$ cat src/rtl/ca_code_chip_gen.sv
// GPS L1 C/A chip generator: G1/G2 LFSRs loaded per code phase, stepped on chip_en.
// Optional epoch counter / nav bit edge output enabled by CA_EPOCH_CNT_EN.
module ca_code_chip_gen #(
  parameter int unsigned CODE_LEN = 1023,
  parameter int unsigned PRN_W    = 6
) (
  input  logic             clk,
  input  logic             rst,
  input  logic             load,
  input  logic [9:0]       g1_in,
  input  logic [9:0]       g2_in,
  input  logic [9:0]       phase_in,
  input  logic [PRN_W-1:0] prn,
  input  logic             chip_en,
  output logic             chip,
  output logic             chip_valid,
  output logic [9:0]       phase_out,
  output logic             epoch,
  output logic             prn_err
`ifdef CA_EPOCH_CNT_EN
  ,
  output logic [4:0]       epoch_cnt,
  output logic             bit_edge
`endif
);

  localparam int unsigned LW = 10;
  localparam int unsigned TW = 4;
  localparam logic [LW-1:0] PH_LAST  = LW'(CODE_LEN - 1);
  localparam logic [LW-1:0] ALL_ONES = '1;
  localparam logic [LW-1:0] G2_FB    = 10'b11_1010_0110;

  typedef enum logic {IDLE, RUN} state_t;

  state_t        state;
  logic [LW-1:0] g1, g2;
  logic [TW-1:0] s1, s2;
  logic          prn_ok;

  logic [LW-1:0] g1_nx, g2_nx, ph_nx;
  logic [TW-1:0] s1_nx, s2_nx;
  logic          ok_nx, upd, wrap, legal, chip_nx;
  logic [7:0]    taps;

  // G2 tap pair (zero-based stage indices) for each PRN, IS-GPS-200 table
  function automatic logic [7:0] prn_taps(input logic [PRN_W-1:0] p);
    case (int'(p))
      1: return 8'h15;  2: return 8'h26;  3: return 8'h37;  4: return 8'h48;
      5: return 8'h08;  6: return 8'h19;  7: return 8'h07;  8: return 8'h18;
      9: return 8'h29; 10: return 8'h12; 11: return 8'h23; 12: return 8'h45;
     13: return 8'h56; 14: return 8'h67; 15: return 8'h78; 16: return 8'h89;
     17: return 8'h03; 18: return 8'h14; 19: return 8'h25; 20: return 8'h36;
     21: return 8'h47; 22: return 8'h58; 23: return 8'h02; 24: return 8'h35;
     25: return 8'h46; 26: return 8'h57; 27: return 8'h68; 28: return 8'h79;
     29: return 8'h05; 30: return 8'h16; 31: return 8'h27; 32: return 8'h38;
      default: return 8'h00;
    endcase
  endfunction

  // Next LFSR/phase state: load has priority over chip_en; wrap realigns to all-ones
  always_comb begin
    g1_nx = g1;
    g2_nx = g2;
    ph_nx = phase_out;
    s1_nx = s1;
    s2_nx = s2;
    ok_nx = prn_ok;
    upd   = 1'b0;
    wrap  = 1'b0;
    legal = (int'(prn) >= 1) && (int'(prn) <= 32);
    taps  = prn_taps(prn);
    if (load) begin
      upd   = 1'b1;
      s1_nx = taps[7:4];
      s2_nx = taps[3:0];
      ok_nx = legal;
      if (phase_in > PH_LAST) begin
        g1_nx = ALL_ONES;
        g2_nx = ALL_ONES;
        ph_nx = '0;
      end else begin
        g1_nx = g1_in;
        g2_nx = g2_in;
        ph_nx = phase_in;
      end
    end else if (state == RUN && chip_en) begin
      upd = 1'b1;
      if (phase_out == PH_LAST) begin
        wrap  = 1'b1;
        g1_nx = ALL_ONES;
        g2_nx = ALL_ONES;
        ph_nx = '0;
      end else begin
        g1_nx = {g1[8:0], g1[2] ^ g1[9]};
        g2_nx = {g2[8:0], ^(g2 & G2_FB)};
        ph_nx = phase_out + LW'(1);
      end
    end
    chip_nx = ok_nx & (g1_nx[9] ^ g2_nx[s1_nx] ^ g2_nx[s2_nx]);
  end

  always_ff @(posedge clk or negedge rst) begin
    if (!rst) begin
      state      <= IDLE;
      g1         <= ALL_ONES;
      g2         <= ALL_ONES;
      s1         <= '0;
      s2         <= '0;
      prn_ok     <= 1'b0;
      phase_out  <= '0;
      chip       <= 1'b0;
      chip_valid <= 1'b0;
      epoch      <= 1'b0;
      prn_err    <= 1'b0;
    end else begin
      if (load) state <= RUN;
      if (upd) begin
        g1        <= g1_nx;
        g2        <= g2_nx;
        phase_out <= ph_nx;
        chip      <= chip_nx;
      end
      s1         <= s1_nx;
      s2         <= s2_nx;
      prn_ok     <= ok_nx;
      chip_valid <= ok_nx & (load | (state == RUN));
      epoch      <= wrap;
      if (load) prn_err <= ~legal;
    end
  end

`ifdef CA_EPOCH_CNT_EN
  // Twenty code epochs per 50 bps navigation bit
  always_ff @(posedge clk or negedge rst) begin
    if (!rst) begin
      epoch_cnt <= '0;
      bit_edge  <= 1'b0;
    end else if (load) begin
      epoch_cnt <= '0;
      bit_edge  <= 1'b0;
    end else if (wrap) begin
      if (epoch_cnt == 5'd19) begin
        epoch_cnt <= '0;
        bit_edge  <= 1'b1;
      end else begin
        epoch_cnt <= epoch_cnt + 5'd1;
        bit_edge  <= 1'b0;
      end
    end else begin
      bit_edge <= 1'b0;
    end
  end
`endif

endmodule

$ cat config.mk
export PLATFORM = sky130hd
export DESIGN_NAME = ca_code_chip_gen
export DESIGN_NICKNAME = d
export VERILOG_FILES = /design/src/rtl/ca_code_chip_gen.sv
export SDC_FILE = /design/constraint.sdc
export NUM_CORES = 1
export LEC_CHECK = 0
export ABC_AREA = 0
export CAP_MARGIN = 20
export CORE_AREA = 2 2 75 77
export CTS_BUF_LIST = sky130_fd_sc_hd__clkbuf_8
export DETAILED_ROUTE_END_ITERATION = 7
export DIE_AREA = 0 0 77 79
export PLACE_DENSITY = 0.9
export SKIP_LAST_GASP = 1
export SLEW_MARGIN = 10
export SYNTH_ARGS = -nofsm -noshare
export SYNTH_HDL_FRONTEND = slang
export SYNTH_SLANG_ARGS = --single-unit
$ cat constraint.sdc
create_clock -name clk -period 7.49 [get_ports clk]
set_clock_uncertainty 0.05 [all_clocks]
set_input_delay 1.1235 -clock clk [delete_from_list [all_inputs] [get_ports clk]]
set_output_delay 1.1235 -clock clk [all_outputs]
set_load 0.1 [all_outputs]
==> results.md, run 1 <==
- Status: complete, no violations
- Worst setup margin: between 3 and 4 ns
- Io pins: 54
- Die area: slightly above 6000 um^2
- Clk_lat worst skew: roughly 0.30 ns
- Total Nets Final: 424
- Switching part of the total: 0.394
- Syn_nets: around 380
- Setup Fix Bufs, Post-CTS: 0
- Total number of vias: 2692
- CTS tree: yes
- Clock tree sinks: 44
- Yosys warns: 0
- Commonest non-fill, non-tap cells in the layout: clkdlybuf4s50_1 (52), nor2_1 (28), inv_1 (25), dfrtp_1 (24), a21oi_1 (23)
- Most common cell after layout, fill and taps aside: clkdlybuf4s50_1
- Post-DRT Antenna Nets: 0
- Inst Count DP: ~440
- PwrDens: between 200 and 250 nW/um^2
- Compound-Gate Fraction of Synth Area: 0.238
- Netlist Area Pre-Place: 3000 um^2
- RSZ-0062 raised after global routing: no
- Drt via density: approximately 6.0
- Slew HR: 0.346
- Share of layout cells above drive strength 1: 0.139
- CTS root buf: clkbuf_8
- CTS resizes: 0
- Hold Crit Class: register to register
- Post-synth EDFFs: 0
- First-pass GRT wire length: about 12 mm
- Critical path, cell by cell: clkdlybuf4s50_1, inv_1, ha_1, a21oi_1, o21ai_2, a311oi_4, mux2_2, mux2i_1, mux2i_1, a2111o_1, o211ai_2
- Pin count of the biggest net entering global routing: 45
- WL/cell: 16.3 um
- Total net switching power: 0.286 mW
- CP max-delay cell: clkdlybuf4s50_1
- Hold_buf cts: 0
- Crit. End Element: register
- TritonRoute pass-1 iters: 5
- Main combinational cell family by area after synthesis: compound AO/OA/AOI/OAI gates
- CP max FO: 24
- Area delta synth->final: 20.4%
- Inserted Diodes: 0
- Clock Power Share: 0.211
- Fill cells: 435
- Gate power share: 0.372
- Finished Cell Area: approximately 3600 um^2
- Power share of the sequential group: 0.417
- Internal Power: 0.440 mW
- Setup violations, final: 0
- Initial Utilization: 0.563
- CP peak stage delay: roughly 1.1 ns
- H-tree levels: 2
- IO buf count: 53
- Simple-gate area share of the yosys netlist: 0.169
- Async SR Flop Fraction: 1.00
- Setup crit start kind: input pin
- Crit path arrival time: 4.65 ns
- Worst vdd ir: ~0.00016 V
- Syn_area_per_cell: between 9 and 10 um^2
- Measured slew at the worst slew-check pin: slightly below 1 ns
- Grt ovf: 0
- Chip width: roughly 77 um
- Mux cell area share after synthesis: 0.0725
- Core area: about 5300 um^2
- Routed WL: roughly 7.3 mm
- Dpl ws: 2.74 ns
- Fin. max-slew vios: 0
- DRC Markers: 0
- Period Utilization, post-route: 0.597
- Adder-Cell Fraction of Synth Area: 0.0500
- Main synth FF type: dfrtp_1
- Setup CP Type: input pin to register
- Clock transition at path regs: around 0.090 ns
- Post-synthesis sequential area ratio: 0.375
- 1st-iter DRT viols: approximately 210
- Initial antenna violation count: 0
- Num CTS Buffers: 5
- Vias in the first global route: about 2600
- Synth Area in XOR/XNOR: 0.0221
- Final Util: 0.678
- Max Buffers Root-to-Sink: 2
- TNS Setup: 0 ns
- Post-DP Area: 3520 um^2
- GP Congestion: 0.930
- Final min period: ~4.5 ns
- Netlist cell types: 62
- Row count: 27
- Hpwl dp: about 5.3 mm
- Layout Cells excl Fill: ~450
- Gate count after technology mapping: ~330
- CP most frequent cell: mux2i_1
- Yosys reg bits: 44
- Die Y: a little under 80 um
- Final Hold Vio Count: 0
- Global Route Usage Sum: 0.247
- Hold WS: approximately 0.43 ns
- Tot Pwr: roughly 0.73 mW
- Leakage: between 1 and 1.5 nW
- Max frequency: about 0.22 GHz
- Max-cap violations: 0
- Worst Path Required: approximately 7.7 ns
[state kept, by name, indices dropped and copies added (netlist names), 4 cells and up]
register,count
phase_out,10
g1,10
g2,10
s1,4
s2,4
[per-layer routing]
layer / track usage / part of all wire / wire (um)
met1: 0.313 / 0.43 / 3130
met2: 0.437 / 0.51 / 3700
met3: 0.0398 / 0.047 / 341
met4: 0.0714 / 0.013 / 97
met5: 0 / 0 / 0
[power by group through the flow]
stage,clock network (mW),logic (mW),registers [mW]
3_5_place_dp,0,0.268,0.305
4_1_cts,0.154,0.270,0.301
5_1_grt,0.167,0.288,0.306
6_report,0.153,0.270,0.302
3_3_place_gp,0,0.261,0.304
2_1_floorplan,0,0.119,0.376
[cell families after synthesis]
group,count (synthesis)
mux,19
simple gates,101
compound gates,101
fa+ha+maj,12
buf+inv,48
xor+xnor,6
flops,44
[worst max-delay path, delay by kind of cell]
kind	cells	cell delay, ns
buf+inv	2	1.28
compound gates	5	1.19
fa+ha+maj	1	0.35
mux	3	0.69
[path summary, 6_finish.rpt]
| kind | from | end | cells past startpoint | slack [ns] |
|---|---|---|---|---|
| setup / recovery | prn[2] | chip | 11 | 3.02 |
| hold / removal | g1[0] | g1[0] | 2 | 0.43 |
| setup reg to reg | phase_out[0] | chip | 11 | 4.69 |
| hold reg to reg | g1[0] | g1[0] | 2 | 0.43 |
| max in group asynchronous | rst | phase_out[3] | 1 | 5.86 |
| min in group asynchronous | rst | prn_err | 1 | 0.92 |
[layout make-up]
cell class,count,area [um^2],area share
multi-input combinational,239,1660,0.460
clock buffer,5,68.8,0.0190
clock inverter,3,23.8,0.00657
tap,72,90.1,0.0249
sequential,44,1130,0.311
timing repair buffer,56,548,0.152
inverter,26,97.6,0.0270
[synth_stat cells, types with 3 or more instances]
cell type / count / area share
ha_1: 12 / 0.050
nand2b_1: 11 / 0.023
buf_2: 5 / 0.0083
and3_1: 5 / 0.010
nand3_1: 8 / 0.013
nor3_1: 6 / 0.010
a31oi_1: 4 / 0.0083
dfrtp_1: 24 / 0.20
nor4_1: 3 / 0.0062
a211oi_1: 5 / 0.012
a21oi_1: 23 / 0.038
mux2i_1: 15 / 0.050
inv_1: 25 / 0.031
o21ai_0: 22 / 0.037
nand2_1: 18 / 0.022
dfstp_2: 20 / 0.17
or2_2: 5 / 0.010
buf_4: 3 / 0.0075
buf_6: 3 / 0.011
nor2b_1: 4 / 0.0083
xnor2_1: 3 / 0.0087
o221ai_1: 10 / 0.029
clkbuf_1: 10 / 0.012
nor2_1: 28 / 0.035
nand4_1: 4 / 0.0083
o22ai_1: 12 / 0.025
No activity file was read; power rests on OpenSTA's default activity.
==> run 2: changes to the inputs <==
CORE_AREA = 2 2 77 79   (was 2 2 75 77)
DIE_AREA = 0 0 79 81   (was 0 0 77 79)
PLACE_DENSITY = 0.86   (was 0.9)
clock period = 4.42 ns   (was 7.49 ns; I/O delays follow)
==> results.md, run 2 (same netlist as run 1, synthesis figures left out) <==
- Io pins: between 50 and 60
- Critical path, cell by cell: clkdlybuf4s50_1, inv_1, ha_1, a21bo_2, a21oi_1, nor3_1, or3_1, mux2i_1, mux2i_1, o221ai_1, a2111o_1, o211ai_2
- WL/cell: 16.1 um
- TritonRoute pass-1 iters: 4
- Inserted Diodes: 0
- CP delay by family, top: compound AO/OA/AOI/OAI gates
- Post-DRT Antenna Nets: 0
- IO buf count: 53
- CTS resizes: 0
- Setup Fix Bufs, Post-CTS: 0
- H-tree levels: 2
- RSZ-0062 raised after global routing: no
- Hold Crit Class: register to register
- Worst vdd ir: 0.000270 V
- Layout Cells excl Fill: between 400 and 500
- Period Utilization, post-route: 0.815
- Routed WL: approximately 7.3 mm
- PwrDens: about 360 nW/um^2
- Core area: ~5700 um^2
- Fin. max-slew vios: 0
- Pin count of the biggest net entering global routing: 45
- Setup violations, final: 0
- CP Buf/Inv Count: 2
- CTS tree: yes
- Leakage: between 1.5 and 2 nW
- Largest regs: g1: 10 flops, g2: 10 flops, phase_out: 10 flops
- Max Buffers Root-to-Sink: 2
- Row count: 28
- Clock tree sinks: 44
- Initial antenna violation count: 0
- Initial Utilization: 0.529
- Crit. End Element: register
- TNS Setup: 0 ns
- Max frequency: between 0.2 and 0.3 GHz
- Setup crit start kind: input pin
- Hpwl dp: roughly 5.3 mm
- Tot Pwr: roughly 1.3 mW
- CTS root buf: clkbuf_8
- Die area: roughly 6400 um^2
- DRC Markers: 0
- Area delta synth->final: 22.6%
- Final Hold Vio Count: 0
- Worst Path Required: around 4.6 ns
- Drt via density: 5.90
- Hold_buf cts: 0
- Critical path origin: prn[0]
- Grt ovf: 0
- CP max-delay cell: clkdlybuf4s50_1
- Vias in the first global route: about 2600
- Commonest non-fill, non-tap cells in the layout: clkdlybuf4s50_1 (52), nor2_1 (28), inv_1 (26), dfrtp_1 (24), a21oi_1 (23)
- CP most frequent cell: mux2i_1
- Max-cap violations: 0
- Inst Count DP: between 400 and 500
- Share of layout cells above drive strength 1: 0.144
- First-pass GRT wire length: 12.0 mm
- Num CTS Buffers: 5
- Final min period: between 3 and 4 ns
- Hold WS: around 0.44 ns
- Chip width: roughly 79 um
- Global Route Usage Sum: 0.236
- 1st-iter DRT viols: roughly 120
- Total Nets Final: approximately 430
- Worst Min Path Start: g1[0]
- Most common cell after layout, fill and taps aside: clkdlybuf4s50_1
- Reg-to-Reg Start: phase_out[0]
- Die Y: just over 80 um
- GP Congestion: between 0.8 and 0.9
- Clk_lat worst skew: between 0.3 and 0.4 ns
- CP peak stage delay: 0.63 ns
- CP max FO: 8
- Crit path arrival time: between 3 and 4 ns
- Clock transition at path regs: 0.09 ns
- Slew HR: 0.336
- Status: complete, no violations
- Total number of vias: between 2000 and 3000
- Setup CP Type: input pin to register
- Measured slew at the worst slew-check pin: around 0.99 ns
run 2: cell count changes in the layout (fill, tap and decap cells not counted), sizes merged:
cell	delta
buf	+3
bufinv	+2
clkinv	-1
clkinvlp	-2
inv	+1
run 2: area by class of cell:
class                   instances  area (um^2)
inverters                      26         97.6
flip-flops and latches         44         1130
clock inverters                 3         63.8
well taps                      75         93.8
fillers                       473         1990
repair buffers                 59          571
clock buffers                   5         68.8
multi-input cells             239         1660
run 2: worst paths after layout:
check	end	slack [ns]	depth (start not counted)
setup / recovery	chip	0.82	12
max in group asynchronous	phase_out[6]	3.28	1
min in group asynchronous	s1[0]	0.45	1
hold reg to reg	g1[0]	0.44	2
setup reg to reg	chip	1.74	12
hold / removal	g1[0]	0.44	2
run 2: power by group:
group | leakage, nW | total [mW] | switching (mW) | internal, mW
sequential | 0.504 | 0.511 | 0.0428 | 0.468
combinational | 0.950 | 0.459 | 0.292 | 0.167
clock | 0.0695 | 0.366 | 0.143 | 0.224
run 2: per-stage QoR:
stage | area (um^2) | util | setup WS, ns
floorplan | 3000 | - | 1.34
global placement | 3550 | 0.626 | 0.673
detailed placement | 3550 | 0.626 | 0.480
CTS | 3680 | 0.649 | 0.807
global route | 3680 | 0.649 | 0.613
finish | 3680 | 0.649 | 0.818
run 2: tightest hold or removal path: stages, from the launching register on:
cell     delay [ns]
dfstp_2        0.38
nand2_1        0.04
o21ai_0        0.07
run 2: layer usage:
layer / track usage / part of all wire
met1: 0.286 / 0.43
met2: 0.422 / 0.49
met3: 0.0378 / 0.055
met4: 0.0931 / 0.023
met5: 0 / 0
